$ cat src/rtl/rtc_pkg.sv
// rtl/rtc_pkg.sv - shared RTC bus constants, state encoding and address tables
//
// Purpose: shared between the bus sequencer and the datapath address decode.
//   Provides the default phase length, table sizes, FSM state encoding, the
//   sweep mode type and the address lookup helpers for sweep and init tables.
// Ports: none (package).

package rtc_pkg;

  localparam int T_PHASE_DEF = 4;
  localparam int N_SWEEP     = 9;
  localparam int N_INIT      = 4;

  // Consecutive encoding: the timed phases A_SETUP..D_HOLD advance by +1.
  localparam logic [2:0] ST_IDLE     = 3'd0;
  localparam logic [2:0] ST_A_SETUP  = 3'd1;
  localparam logic [2:0] ST_A_STROBE = 3'd2;
  localparam logic [2:0] ST_A_HOLD   = 3'd3;
  localparam logic [2:0] ST_D_SETUP  = 3'd4;
  localparam logic [2:0] ST_D_STROBE = 3'd5;
  localparam logic [2:0] ST_D_HOLD   = 3'd6;
  localparam logic [2:0] ST_NEXT     = 3'd7;

  typedef enum logic [1:0] {
    MODE_INIT  = 2'd0,
    MODE_WRITE = 2'd1,
    MODE_READ  = 2'd2
  } mode_e;

  // Display registers visited by read and write sweeps.
  function automatic logic [7:0] sweep_addr(input logic [7:0] idx);
    logic [7:0] a;
    case (idx)
      8'd0:    a = 8'h21;
      8'd1:    a = 8'h22;
      8'd2:    a = 8'h23;
      8'd3:    a = 8'h24;
      8'd4:    a = 8'h25;
      8'd5:    a = 8'h26;
      8'd6:    a = 8'h41;
      8'd7:    a = 8'h42;
      8'd8:    a = 8'h43;
      default: a = 8'h00;
    endcase
    return a;
  endfunction

  // Init writes; 0x02 is visited twice because the datapath supplies a
  // different data value for it on the second pass.
  function automatic logic [7:0] init_addr(input logic [7:0] idx);
    logic [7:0] a;
    case (idx)
      8'd0:    a = 8'h02;
      8'd1:    a = 8'h00;
      8'd2:    a = 8'h01;
      8'd3:    a = 8'h02;
      default: a = 8'h00;
    endcase
    return a;
  endfunction

  function automatic logic [7:0] entry_addr(input mode_e mode, input logic [7:0] idx);
    return (mode == MODE_INIT) ? init_addr(idx) : sweep_addr(idx);
  endfunction

endpackage

$ cat src/rtl/rtc_phase_timer.sv
// rtl/rtc_phase_timer.sv - loadable down-counter timing one bus phase
//
// Purpose: counts the cycles of a bus phase. load has priority over dec;
//   the counter saturates at zero.
// Ports:
//   CLK, RST        clock, asynchronous active-high reset
//   load, load_val  load the counter with load_val
//   dec             decrement by one (ignored at zero)
//   cnt             current count
//   zero            count is zero (last cycle of the phase)

module rtc_phase_timer (
  input  logic       CLK,
  input  logic       RST,
  input  logic       load,
  input  logic [7:0] load_val,
  input  logic       dec,
  output logic [7:0] cnt,
  output logic       zero
);

  logic [7:0] cnt_q;
  logic [7:0] cnt_d;

  always_comb begin
    cnt_d = cnt_q;
    if (load) begin
      cnt_d = load_val;
    end else if (dec && (cnt_q != 8'd0)) begin
      cnt_d = cnt_q - 8'd1;
    end
  end

  always_ff @(posedge CLK or posedge RST) begin
    if (RST) begin
      cnt_q <= 8'd0;
    end else begin
      cnt_q <= cnt_d;
    end
  end

  assign cnt  = cnt_q;
  assign zero = (cnt_q == 8'd0);

endmodule

$ cat src/rtl/rtc_bus_sequencer.sv
// rtl/rtc_bus_sequencer.sv - RTC multiplexed-bus transaction sequencer
//
// Purpose: runs an init write sequence after reset, then read sweeps (RD_TICK)
//   and write sweeps (WR_REQ) over the display register table. Each
//   transaction is address phase (setup/strobe/hold), data phase
//   (setup/strobe/hold) and a one-cycle NEXT, each timed phase T_PHASE cycles.
// Ports:
//   CLK, RST                      clock, asynchronous active-high reset
//   RD_TICK, WR_REQ               one-cycle sweep requests (latched, sticky)
//   ADRESS                        register address of current transaction
//   BEnv_Adress, BEnv_Data        datapath bus drive enables (address / data)
//   BRes_Data                     datapath captures bus data for ADRESS
//   RTC_CS_n, RTC_RD_n, RTC_WR_n  RTC strobes, active low
//   RTC_AD                        0 address phase, 1 data phase / idle
//   BUSY                          sequence running or pending
//   DONE                          one-cycle pulse at end of a sequence

module rtc_bus_sequencer
  import rtc_pkg::*;
#(
  parameter int T_PHASE = T_PHASE_DEF,
  parameter int N_READ  = N_SWEEP
) (
  input  logic       CLK,
  input  logic       RST,
  input  logic       RD_TICK,
  input  logic       WR_REQ,
  output logic [7:0] ADRESS,
  output logic       BEnv_Adress,
  output logic       BEnv_Data,
  output logic       BRes_Data,
  output logic       RTC_CS_n,
  output logic       RTC_RD_n,
  output logic       RTC_WR_n,
  output logic       RTC_AD,
  output logic       BUSY,
  output logic       DONE
);

  localparam logic [7:0] PH_LOAD   = 8'(T_PHASE - 1);
  localparam logic [7:0] LAST_READ = 8'(N_READ - 1);
  localparam logic [7:0] LAST_INIT = 8'(N_INIT - 1);

  logic [2:0] state_q, state_d;
  mode_e      mode_q, mode_d;
  logic [7:0] idx_q, idx_d;
  logic [7:0] adr_q, adr_d;
  logic       init_q, init_d;
  logic       wr_pend_q, wr_pend_d;
  logic       rd_pend_q, rd_pend_d;

  logic       tmr_load;
  logic       tmr_dec;
  logic [7:0] tmr_cnt;
  logic       tmr_zero;
  logic       last_entry;

  rtc_phase_timer u_timer (
    .CLK      (CLK),
    .RST      (RST),
    .load     (tmr_load),
    .load_val (PH_LOAD),
    .dec      (tmr_dec),
    .cnt      (tmr_cnt),
    .zero     (tmr_zero)
  );

  assign last_entry = (mode_q == MODE_INIT) ? (idx_q == LAST_INIT)
                                            : (idx_q == LAST_READ);

  always_comb begin
    state_d   = state_q;
    mode_d    = mode_q;
    idx_d     = idx_q;
    adr_d     = adr_q;
    init_d    = init_q;
    wr_pend_d = wr_pend_q | WR_REQ;
    rd_pend_d = rd_pend_q | RD_TICK;
    tmr_load  = 1'b0;
    tmr_dec   = 1'b0;

    case (state_q)
      ST_IDLE: begin
        // Init first, then write ahead of read. A request arriving in the
        // very cycle its pending bit clears is kept rather than lost.
        if (init_q || wr_pend_q || rd_pend_q) begin
          state_d  = ST_A_SETUP;
          tmr_load = 1'b1;
          idx_d    = 8'd0;
          if (init_q) begin
            mode_d = MODE_INIT;
            init_d = 1'b0;
          end else if (wr_pend_q) begin
            mode_d    = MODE_WRITE;
            wr_pend_d = WR_REQ;
          end else begin
            mode_d    = MODE_READ;
            rd_pend_d = RD_TICK;
          end
          adr_d = entry_addr(mode_d, 8'd0);
        end
      end

      ST_NEXT: begin
        if (last_entry) begin
          state_d = ST_IDLE;
        end else begin
          state_d  = ST_A_SETUP;
          tmr_load = 1'b1;
          idx_d    = idx_q + 8'd1;
          adr_d    = entry_addr(mode_q, idx_d);
        end
      end

      default: begin
        // Timed phases advance in encoding order; D_HOLD falls into NEXT,
        // which is untimed and so does not reload the timer.
        if (tmr_zero) begin
          state_d  = state_q + 3'd1;
          tmr_load = (state_q != ST_D_HOLD);
        end else begin
          tmr_dec = 1'b1;
        end
      end
    endcase
  end

  always_ff @(posedge CLK or posedge RST) begin
    if (RST) begin
      state_q   <= ST_IDLE;
      mode_q    <= MODE_INIT;
      idx_q     <= 8'd0;
      adr_q     <= 8'h00;
      init_q    <= 1'b1;
      wr_pend_q <= 1'b0;
      rd_pend_q <= 1'b0;
    end else begin
      state_q   <= state_d;
      mode_q    <= mode_d;
      idx_q     <= idx_d;
      adr_q     <= adr_d;
      init_q    <= init_d;
      wr_pend_q <= wr_pend_d;
      rd_pend_q <= rd_pend_d;
    end
  end

  logic in_addr_ph;
  logic in_data_ph;
  logic is_write;
  logic d_hold_first;

  assign in_addr_ph   = (state_q >= ST_A_SETUP) && (state_q <= ST_A_HOLD);
  assign in_data_ph   = (state_q >= ST_D_SETUP) && (state_q <= ST_D_HOLD);
  assign is_write     = (mode_q != MODE_READ);
  assign d_hold_first = (state_q == ST_D_HOLD) && (tmr_cnt == PH_LOAD);

  // Outputs decode from registered state only, so the asynchronous reset
  // drops every enable and strobe in the same cycle it is asserted.
  assign ADRESS      = adr_q;
  assign BEnv_Adress = in_addr_ph;
  assign BEnv_Data   = in_data_ph && is_write;
  assign BRes_Data   = !is_write && (state_q == ST_D_STROBE);
  assign RTC_CS_n    = !(in_addr_ph || in_data_ph);
  assign RTC_AD      = !in_addr_ph;
  assign RTC_WR_n    = !((state_q == ST_A_STROBE) ||
                         (is_write && (state_q == ST_D_STROBE)));
  // Read strobe extends one cycle into D_HOLD to give the RTC data hold.
  assign RTC_RD_n    = !(!is_write && ((state_q == ST_D_STROBE) || d_hold_first));
  assign BUSY        = (state_q != ST_IDLE) || init_q || wr_pend_q || rd_pend_q;
  assign DONE        = (state_q == ST_NEXT) && last_entry;

endmodule

$ cat config.mk
export PLATFORM = sky130hd
export DESIGN_NAME = rtc_bus_sequencer
export DESIGN_NICKNAME = d
export VERILOG_FILES = /design/src/rtl/rtc_pkg.sv /design/src/rtl/rtc_phase_timer.sv /design/src/rtl/rtc_bus_sequencer.sv
export SDC_FILE = /design/constraint.sdc
export NUM_CORES = 1
export LEC_CHECK = 0
export ABC_AREA = 0
export ABC_CLOCK_PERIOD_IN_PS = 1950
export BUFFER_PORTS_ARGS = -buffer_cell sky130_fd_sc_hd__buf_2
export CAP_MARGIN = 20
export CORE_MARGIN = 2
export CORE_UTILIZATION = 30
export CTS_BUF_LIST = sky130_fd_sc_hd__clkbuf_8
export CTS_CLUSTER_DIAMETER = 120
export DETAILED_ROUTE_END_ITERATION = 10
export PLACE_DENSITY = 0.48
export SLEW_MARGIN = 20
export SYNTH_ARGS = -nofsm -noshare
export SYNTH_HDL_FRONTEND = slang
export SYNTH_SLANG_ARGS = --single-unit
$ cat constraint.sdc
create_clock -name CLK -period 1.95 [get_ports CLK]
set_clock_uncertainty 0.05 [all_clocks]
set_input_delay 0.39 -clock CLK [delete_from_list [all_inputs] [get_ports CLK]]
set_output_delay 0.39 -clock CLK [all_outputs]
set_load 0.02 [all_outputs]
==> flow_metrics.py <==
metrics = {
    "logic_synthesis": {
        "ys_types": 64,
        "synth-edff-count": 0,
        "yosysSeqAreaShare": 0.366,
        "ys_warn_count": 0,
        "synth_top_area_cell": "dfrtp_1",
        "synth.avg_cell_area_um2": 9.28,
        "synthFlopType": "dfrtp_1",
        "yosysMostFrequentCell": "dfrtp_1",
        "synth_area_um2": 1990,
        "yosys-top-cells-count": "28 x dfrtp_1, 22 x nor2_1, 17 x nand2_1",
        "synth-seq-cells": 29,
        "synth.area.top_cells": "dfrtp_1 35%, ha_1 8.2%, nor2_1 4.2%",
        "async_flop_share": 1.00,
        "netlist.area_leader.share": 0.353,
        "postSynthCellCount": 214,
    },
    "floorplanning": {
        "ios": 21,
        "placeableCoreArea_um2": 6390,
        "start_util": 0.311,
        "dieArea_um2": 7290,
        "die_y_um": 85.4,
        "fp.dieW_um": 85.4,
        "fp-row-count": 29,
    },
    "route": {
        "first_pass_iters": 4,
        "viasPerCell": 5.02,
        "routedWlPerCell_um": 14.8,
        "drt_iter0_drc": 102,
        "vias": 1817,
        "antenna_left": 0,
        "routed_wl_um": 5370,
        "drc": 0,
    },
    "clock_network": {
        "tritoncts": "yes",
        "clk_pin_slew_ns": 0.07,
        "cts-root-buf": "clkbuf_8",
        "cts.sinks": 29,
        "clk_latency_ns": 0.28,
        "numCtsBuffers": 5,
        "htree_levels": 2,
        "clock_path_buffers": 2,
    },
    "power_and_ir_drop": {
        "ir_drop_uv": 324,
        "p_per_area_nw_per_um2": 383,
        "pwr-share-comb": 0.020,
        "power.share.clock": 0.445,
        "netSwitchingFraction": 0.214,
        "pwr-share-seq": 0.536,
        "internal_power_uw": 882,
        "switchingPower_uw": 241,
        "leakage_nw": 1.29,
    },
    "timing": {
        "finalMaxSlewViolations": 0,
        "fin_ws_ns": -0.141,
        "fin_crit_ns": 2.09,
        "finalSetupViolCount": 7,
        "clock.fmax_mhz": 478,
        "hold_viol_final": 0,
        "rsz0062_at_grt": "yes",
        "period_share": 1.07,
    },
    "run_status": {
        "status": "finished, violations left",
        "violations": "negative setup slack",
    },
    "global_route": {
        "grt_pass1_wl_um": 8790,
        "grt_max_degree": 30,
        "grt_usage": 0.149,
        "grt_pass1_vias": 1852,
        "antenna_found_initial": 0,
        "gr-total-overflow": 0,
    },
    "layout": {
        "finalNonFillerCells": 362,
        "diodes": 0,
        "design_area_um2": 2940,
        "syn_to_final_growth_pct": 47.7,
        "n_fill_cell": 629,
        "nets": 301,
        "layout-drive-gt1-share": 0.456,
    },
    "worst_setup_path": {
        "cp.arrival_ns": 1.65,
        "path_max_fanout": 4,
        "worst_setup_path_end_kind": "output port",
        "required_ns": 1.51,
        "start_kind": "flop",
        "crit_type": "flop to output port",
    },
    "place": {
        "place_inst": 336,
        "place_area_um2": 2420,
        "finalWeightedCongestion": 0.853,
        "dp.final_hpwl_um": 3580,
        "portBuffers": 17,
    },
    "job": {
        "drv_cap": 0,
    },
    "min_path": {
        "min_path_type": "primary input to async pin",
    },
}
layout make-up:
class / instances / area (um2) / share of cell area
Clock buffer: 6 / 82.6 / 0.0281
Clock inverter: 2 / 7.51 / 0.00256
Inverter: 10 / 37.5 / 0.0128
Multi-Input combinational cell: 166 / 1410 / 0.480
Sequential cell: 29 / 732 / 0.249
Tap cell: 77 / 96.3 / 0.0328
Timing Repair Buffer: 72 / 572 / 0.195
what timing repair did:
action / CTS / global route
gates resized for setup: 35 / 32
endpoints found under the setup margin: 9 / 23
buffers inserted: 6 / 12
pin swaps: 6 / 13
hold buffers: 0 / 0
endpoints found under the hold margin: 0 / 0
cloned: 0 / 0
worst paths after layout:
path | startpoint | endpoint | slack, ns | cells after the start
hold / removal | RST | ADRESS[6] | 0.13 | 3
max in group asynchronous | RST | init_q | 1.38 | 3
setup / recovery | state_q[0] | RTC_CS_n | -0.14 | 7
min in group CLK | RD_TICK | rd_pend_q | 0.25 | 2
setup reg to reg | state_q[0] | u_timer.cnt[4] | 0.03 | 7
hold reg to reg | ADRESS[5] | ADRESS[5] | 0.45 | 1
power by group through the flow:
stage          registers (mW)  logic, mW  clock network [mW]
6_report                0.602     0.0223               0.499
5_1_grt                 0.601     0.0264               0.555
4_1_cts                 0.602     0.0234               0.522
3_5_place_dp            0.613     0.0235                   0
3_3_place_gp            0.613     0.0235                   0
2_1_floorplan           0.613     0.0188                   0
flip-flops by register name, indices dropped and copies added, names as in the netlist:
name / flops
ADRESS: 5
idx_q: 8
init_q: 1
mode_q: 2
rd_pend_q: 1
state_q: 3
u_timer.cnt: 8
wr_pend_q: 1
cell usage in the layout (no fill, tap or decap), types with 3 or more instances in the layout:
cell type and n:
buf_4 47, o21ai_0 5, inv_1 10, nand4_1 3, conb_1 3, buf_2 10, ha_1 7, nand2_1 16
clkbuf_8 6, nand3_1 3, buf_6 15, and3_1 3, nand2b_1 3, ha_4 5, dfrtp_2 4, dfrtp_1 24
a21oi_2 3, nor2b_1 5, xor2_1 6, o21ai_1 4, xnor2_1 3, nor2_1 19, a21oi_1 10
critical path, stage by stage (launching register included):
cell	delay (ns)
dfrtp_1	0.43
ha_4	0.20
buf_6	0.12
ha_4	0.14
a21oi_2	0.12
nor2_2	0.07
a21oi_1	0.12
buf_4	0.16
stage by stage:
stage | worst slack, ns | power [mW] | setup TNS [ns] | hold WS, ns | util
CTS | -0.110 | 1.15 | -0.287 | 0.142 | 0.424
finish | -0.141 | 1.12 | -0.303 | 0.134 | 0.460
global placement | -0.0226 | 0.636 | -0.0436 | 0.438 | 0.379
global route | -0.173 | 1.18 | -0.951 | 0.164 | 0.460
detailed placement | -0.0152 | 0.636 | -0.0152 | 0.440 | 0.379
floorplan | -0.143 | 0.632 | -0.964 | 0.417 | -
per-layer routing:
metal	routed length [um]	vias up	track usage
li1	-	901	-
met4	22	0	0.0390
met1	2370	897	0.188
met2	2850	17	0.256
met3	126	2	0.0350
met5	0	-	0
kinds of logic after synthesis:
group	after synthesis	synth area share
fa+ha+maj	13	0.0819
other cells	1	0.00189
buf+inv	21	0.0485
simple gates	80	0.218
compound gates	55	0.205
xor+xnor	10	0.0441
mux	5	0.0346
flops	29	0.366
Power figures use the tool's default switching activity.
